## config.mk

```make
export PLATFORM = sky130hd
export DESIGN_NAME = inside_match_stage
export DESIGN_NICKNAME = d
export VERILOG_FILES = /design/src/rtl/inside_match_stage.sv
export SDC_FILE = /design/constraint.sdc
export NUM_CORES = 1
export LEC_CHECK = 0
export CAP_MARGIN = 30
export CORE_MARGIN = 4
export CORE_UTILIZATION = 56
export CTS_CLUSTER_DIAMETER = 40
export DETAILED_ROUTE_END_ITERATION = 7
export GPL_TIMING_DRIVEN = 1
export PLACE_DENSITY_LB_ADDON = 0.2
export SYNTH_ARGS = -nofsm -noshare
export SYNTH_HDL_FRONTEND = slang
export SYNTH_SLANG_ARGS = --single-unit
```

## constraint.sdc

```tcl
create_clock -name clk -period 2.6 [get_ports clk]
set_input_delay 0.52 -clock clk [delete_from_list [all_inputs] [get_ports clk]]
set_output_delay 0.52 -clock clk [all_outputs]
set_load 0.005 [all_outputs]
```

## src/rtl/inside_match_stage.sv

```systemverilog
// -----------------------------------------------------------------------------
// inside_match_stage
//
// Purpose:
//   Two-stage valid/ready pipeline that checks each incoming data beat for
//   membership in a programmable table of SET_DEPTH values. Each beat is
//   forwarded unchanged, together with a hit flag and the lowest matching
//   table index. Running hit and miss counters (saturating) are kept for
//   every beat handed to the downstream consumer.
//
// Ports:
//   clk          - single rising-edge clock
//   rst_n        - asynchronous active-low reset
//   set_wr_en    - write one table entry this cycle (entry becomes valid)
//   set_wr_idx   - index of the entry to write
//   set_wr_data  - value to write
//   set_clear    - invalidate every entry (wins over a same-cycle write)
//   in_valid     - upstream beat valid
//   in_ready     - stage can accept a beat this cycle
//   in_data      - upstream beat
//   out_valid    - result beat valid
//   out_ready    - downstream accepts the result
//   out_data     - forwarded beat
//   out_hit      - beat matched at least one valid entry
//   out_hit_idx  - lowest matching index, 0 on a miss
//   hit_count    - saturating count of hits handed downstream
//   miss_count   - saturating count of misses handed downstream
// -----------------------------------------------------------------------------
module inside_match_stage #(
   parameter int DATA_W    = 8,
   parameter int SET_DEPTH = 8,
   parameter int IDX_W     = $clog2(SET_DEPTH),
   parameter int CNT_W     = 16
) (
   input  logic              clk,
   input  logic              rst_n,
   input  logic              set_wr_en,
   input  logic [IDX_W-1:0]  set_wr_idx,
   input  logic [DATA_W-1:0] set_wr_data,
   input  logic              set_clear,
   input  logic              in_valid,
   output logic              in_ready,
   input  logic [DATA_W-1:0] in_data,
   output logic              out_valid,
   input  logic              out_ready,
   output logic [DATA_W-1:0] out_data,
   output logic              out_hit,
   output logic [IDX_W-1:0]  out_hit_idx,
   output logic [CNT_W-1:0]  hit_count,
   output logic [CNT_W-1:0]  miss_count
);

   // ---------------------------------------------------------------------
   // Pipeline registers
   // ---------------------------------------------------------------------
   logic              s1_valid_q, s1_valid_d;
   logic [DATA_W-1:0] s1_data_q,  s1_data_d;

   logic              s2_valid_q, s2_valid_d;
   logic [DATA_W-1:0] s2_data_q,  s2_data_d;
   logic              s2_hit_q,   s2_hit_d;
   logic [IDX_W-1:0]  s2_idx_q,   s2_idx_d;

   logic [CNT_W-1:0]  hit_count_q,  hit_count_d;
   logic [CNT_W-1:0]  miss_count_q, miss_count_d;

   logic              s2_adv;
   logic              s1_adv;
   logic              out_fire;

   // Per-entry compare result against the beat currently held in S1
   logic [SET_DEPTH-1:0] match;
   logic                 hit_c;
   logic [IDX_W-1:0]     idx_c;

   // ---------------------------------------------------------------------
   // Set table: one valid bit plus one value per entry. Compares read the
   // registered contents, so a write lands for compares one cycle later.
   // ---------------------------------------------------------------------
   genvar gi;
   generate
      for (gi = 0; gi < SET_DEPTH; gi++) begin : g_ent
         logic              ent_valid_q, ent_valid_d;
         logic [DATA_W-1:0] ent_val_q,   ent_val_d;

         always_comb begin
            ent_valid_d = ent_valid_q;
            ent_val_d   = ent_val_q;
            if (set_clear) begin
               // Clear only drops the valid bit; a same-cycle write is lost.
               ent_valid_d = 1'b0;
            end else if (set_wr_en && (set_wr_idx == IDX_W'(gi))) begin
               ent_valid_d = 1'b1;
               ent_val_d   = set_wr_data;
            end
         end

         always_ff @(posedge clk or negedge rst_n) begin
            if (!rst_n) begin
               ent_valid_q <= 1'b0;
               ent_val_q   <= '0;
            end else begin
               ent_valid_q <= ent_valid_d;
               ent_val_q   <= ent_val_d;
            end
         end

         assign match[gi] = ent_valid_q && (ent_val_q == s1_data_q);
      end
   endgenerate

   // Lowest matching index wins: scan from the top down so that the last
   // assignment made is the smallest matching index.
   always_comb begin
      hit_c = |match;
      idx_c = '0;
      for (int i = SET_DEPTH - 1; i >= 0; i--) begin
         if (match[i]) begin
            idx_c = IDX_W'(i);
         end
      end
   end

   // ---------------------------------------------------------------------
   // Handshake. in_ready depends only on the stage valids and out_ready,
   // never on in_valid, so there is no combinational in_valid->in_ready loop.
   // ---------------------------------------------------------------------
   assign s2_adv   = !s2_valid_q || out_ready;
   assign s1_adv   = !s1_valid_q || s2_adv;
   assign in_ready = s1_adv;
   assign out_fire = s2_valid_q && out_ready;

   always_comb begin
      s1_valid_d = s1_valid_q;
      s1_data_d  = s1_data_q;
      if (s1_adv) begin
         s1_valid_d = in_valid;
         if (in_valid) begin
            s1_data_d = in_data;
         end
      end
   end

   // S2 payload is only reloaded when a real beat moves in, so out_* keep
   // their last values while out_valid is low and while stalled.
   always_comb begin
      s2_valid_d = s2_valid_q;
      s2_data_d  = s2_data_q;
      s2_hit_d   = s2_hit_q;
      s2_idx_d   = s2_idx_q;
      if (s2_adv) begin
         s2_valid_d = s1_valid_q;
         if (s1_valid_q) begin
            s2_data_d = s1_data_q;
            s2_hit_d  = hit_c;
            s2_idx_d  = idx_c;
         end
      end
   end

   // Saturating statistics, bumped only when a result is handed downstream.
   always_comb begin
      hit_count_d  = hit_count_q;
      miss_count_d = miss_count_q;
      if (out_fire) begin
         if (s2_hit_q) begin
            if (hit_count_q != {CNT_W{1'b1}}) begin
               hit_count_d = hit_count_q + CNT_W'(1);
            end
         end else begin
            if (miss_count_q != {CNT_W{1'b1}}) begin
               miss_count_d = miss_count_q + CNT_W'(1);
            end
         end
      end
   end

   always_ff @(posedge clk or negedge rst_n) begin
      if (!rst_n) begin
         s1_valid_q   <= 1'b0;
         s1_data_q    <= '0;
         s2_valid_q   <= 1'b0;
         s2_data_q    <= '0;
         s2_hit_q     <= 1'b0;
         s2_idx_q     <= '0;
         hit_count_q  <= '0;
         miss_count_q <= '0;
      end else begin
         s1_valid_q   <= s1_valid_d;
         s1_data_q    <= s1_data_d;
         s2_valid_q   <= s2_valid_d;
         s2_data_q    <= s2_data_d;
         s2_hit_q     <= s2_hit_d;
         s2_idx_q     <= s2_idx_d;
         hit_count_q  <= hit_count_d;
         miss_count_q <= miss_count_d;
      end
   end

   assign out_valid   = s2_valid_q;
   assign out_data    = s2_data_q;
   assign out_hit     = s2_hit_q;
   assign out_hit_idx = s2_idx_q;
   assign hit_count   = hit_count_q;
   assign miss_count  = miss_count_q;

endmodule

```

==> summary.md <==
| Metric | Value |
|---|---|
| Status | `complete, no violations` |
| Slew margin rel. | `58.5%` |
| # H-tree levels | `4` |
| CTS Sinks | `126` |
| Synth Cell Area | `around 5800 um2` |
| Gr ovfl total | `0` |
| Mean routed wirelength per cell | `18.4 um` |
| Min Tclk post-route | `2230 ps` |
| Crit path DAT | `1710 ps` |
| Slowest stage cell, crit path | `clkdlybuf4s50_1` |
| Final WL | `12800 um` |
| Post-synthesis instance total | `between 400 and 500` |
| Maxcap violations | `0` |
| CP Max Fanout | `4` |
| WP buf/inv | `2` |
| Core area | `9910 um2` |
| Placed Area | `6710 um2` |
| Dpl ws | `234 ps` |
| Detailed Place HPWL | `roughly 9000 um` |
| Synth Net Count | `slightly below 500` |
| CTS tree | `done` |
| Most frequent cells in the layout | `dfrtp_1, mux2_2, clkdlybuf4s50_1, xnor2_1, xor2_1` |
| Period utilization | `~86%` |
| Fmax | `448 MHz` |
| Reg clk slew, reported paths | `60 ps` |
| Area contributors post-synth | `dfrtp_1, mux2_2, xnor2_1` |
| Worst Hold Class | `register to register` |
| Final hold viol count | `0` |
| Area growth syn-to-layout | `26.6%` |
| First-pass GRT wire length | `~21000 um` |
| CP Cell Sequence | `clkdlybuf4s50_1, nand3b_1, clkdlybuf4s50_1` |
| RSZ-0062 raised after global routing | `no` |
| Worst VDD drop | `between 0.0004 and 0.0005 V` |
| Drc violations | `0` |
| Num ports | `71` |
| Yosys warns | `0` |
| Initial core utilization | `~58%` |
| Final ANT Viol Nets | `0` |
| Grt met2 use | `36.5%` |
| Final WS setup | `369 ps` |
| Die X | `roughly 110 um` |
| CP startpoint kind | `input port` |
| Vias in the first global route | `just under 4000` |
| P_leak | `3.13 nW` |
| Met3 usage | `5.70%` |
| Gpl congestion | `0.831` |
| Initial antenna violation count | `0` |
| Pin count of the biggest net entering global routing | `between 50 and 60` |
| Most used cell, CP | `clkdlybuf4s50_1` |
| First drt pass iteration count | `5` |
| CP peak stage delay | `520 ps` |
| Commonest non-fill, non-tap cell in the layout | `dfrtp_1` |
| Biggest area consumer among synthesized cells | `dfrtp_1` |
| Pwr Total | `6.31 mW` |
| Row Count | `36` |
| M1 GR Usage | `roughly 30%` |
| Nets | `574` |
| Most Crowded Layer GR | `met2` |
| Worst slew pin tran | `622 ps` |
| Setup crit end kind | `primary output` |
| Seq/Total Area, Yosys | `54.6%` |
| CP top delay family | `buffers and inverters` |
| Gr usage total | `a little under a quarter` |
| Yosys top cell area share | `a little over half` |
| Vias | `roughly 3900` |
| TNS Setup | `0 ps` |
| Via density | `5.57` |
| Final setup viols | `0` |
| Fill cells | `652` |
| CTS buffer count | `17` |
| Postcts setup bufs | `0` |
| Synth Area per Inst | `12.7 um2` |
| DIE AREA | `12000 um2` |
| Root Driver | `clkbuf_8` |
| Clk_skew | `11.9 ps` |
| PwrDens | `863 nW/um2` |
| Antenna Cells | `0` |
| Initial DRC Count | `142` |
| Die Y | `110 um` |
| Final hold slack | `490 ps` |
| I/O Buffers | `70` |
| Register bit total from synthesis | `126` |
| Max-slew violation count | `0` |
| Clk Latency, worst-skew pair | `approximately 520 ps` |
| Post-layout instance area | `7320 um2` |
| Unique masters post-synth | `35` |
| Worst setup path class | `input port to primary output` |
| CTS max path bufs | `2` |
| CP required | `2080 ps` |
| Layout cells sized above 1 | `23.9%` |
==> layout make-up <==
cell class | count | area (um2) | share of cell area [%]
sequential | 126 | 3150 | 43.1
multi-input combinational | 309 | 2540 | 34.7
timing repair buffer | 85 | 826 | 11.3
clock buffer | 20 | 435 | 5.95
tap | 133 | 166 | 2.27
clock inverter | 12 | 164 | 2.24
inverter | 8 | 30.0 | 0.410
==> sequential cells by signal, summed over array words and instances, names as in the netlist <==
register / cells
g_ent.ent_val_q: 64
g_ent.ent_valid_q: 8
hit_count: 16
miss_count: 16
out_data: 8
out_hit: 1
out_hit_idx: 3
out_valid: 1
s1_data_q: 8
s1_valid_q: 1
==> metrics by stage <==
stage	std cells	util (%)
floorplan	454	-
global placement	660	67.7
detailed placement	660	67.7
CTS	693	73.8
global route	693	73.8
finish	693	73.8
==> per-layer routing <==
layer / share of wire (%) / up-vias
li1: - / 1770
met1: 43 / 1936
met2: 47 / 125
met3: 5.8 / 31
met4: 3.5 / 0
met5: 0 / -
==> where the power goes <==
part	internal (mW)	switching, mW
Sequential	2.34	0.386
Clock	1.49	0.868
Combinational	0.766	0.465
==> Yosys cell counts (all sizes together) <==
library cell / n
o21ai: 7
nand3: 17
dfrtp: 126
nor4: 5
nand4: 12
and3: 9
and4: 4
nor2: 11
a21oi: 3
clkbuf: 2
a22o: 2
nand2: 25
ha: 2
a21o: 4
a2111oi: 1
nand2b: 3
a211oi: 1
mux2: 82
buf: 9
nand3b: 3
xor2: 36
a31oi: 1
o2111ai: 1
o31ai: 2
inv: 8
nor2b: 3
nor3b: 5
a41oi: 1
xnor2: 57
nor3: 9
and2: 3
==> what timing repair did <==
item,in CTS,in global routing
hold buffers,1,0
endpoints found under the setup margin,0,0
gates resized for setup,0,0
endpoints found under the hold margin,36,0
==> worst paths after layout <==
| path | start | end | slack (ps) | cells past startpoint |
|---|---|---|---|---|
| worst max-delay path | out_ready | in_ready | 370 | 3 |
| max in group asynchronous | rst_n | g_ent[3].ent_val_q[4] | 1320 | 3 |
| worst min register to register | hit_count[11] | hit_count[11] | 490 | 1 |
| worst min-delay path | hit_count[11] | hit_count[11] | 490 | 1 |
| worst max register to register | s1_data_q[5] | out_hit_idx[0] | 400 | 6 |
| min in group asynchronous | rst_n | miss_count[15] | 510 | 2 |
==> logic make-up (layout without fill, tap and decap cells) <==
logic type / count (synthesis) / after routing / share of synthesized area [%]
AOI/OAI and AO/OA: 23 / 23 / 2.97
xor gates and xnor gates: 93 / 93 / 14.1
muxes: 82 / 82 / 16.0
adders and majority gates: 2 / 2 / 0.433
buffers and inverters: 19 / 125 / 1.43
and+or+nand+nor: 109 / 109 / 10.5
DFF: 126 / 126 / 54.6
Power figures use the tool's default switching activity.
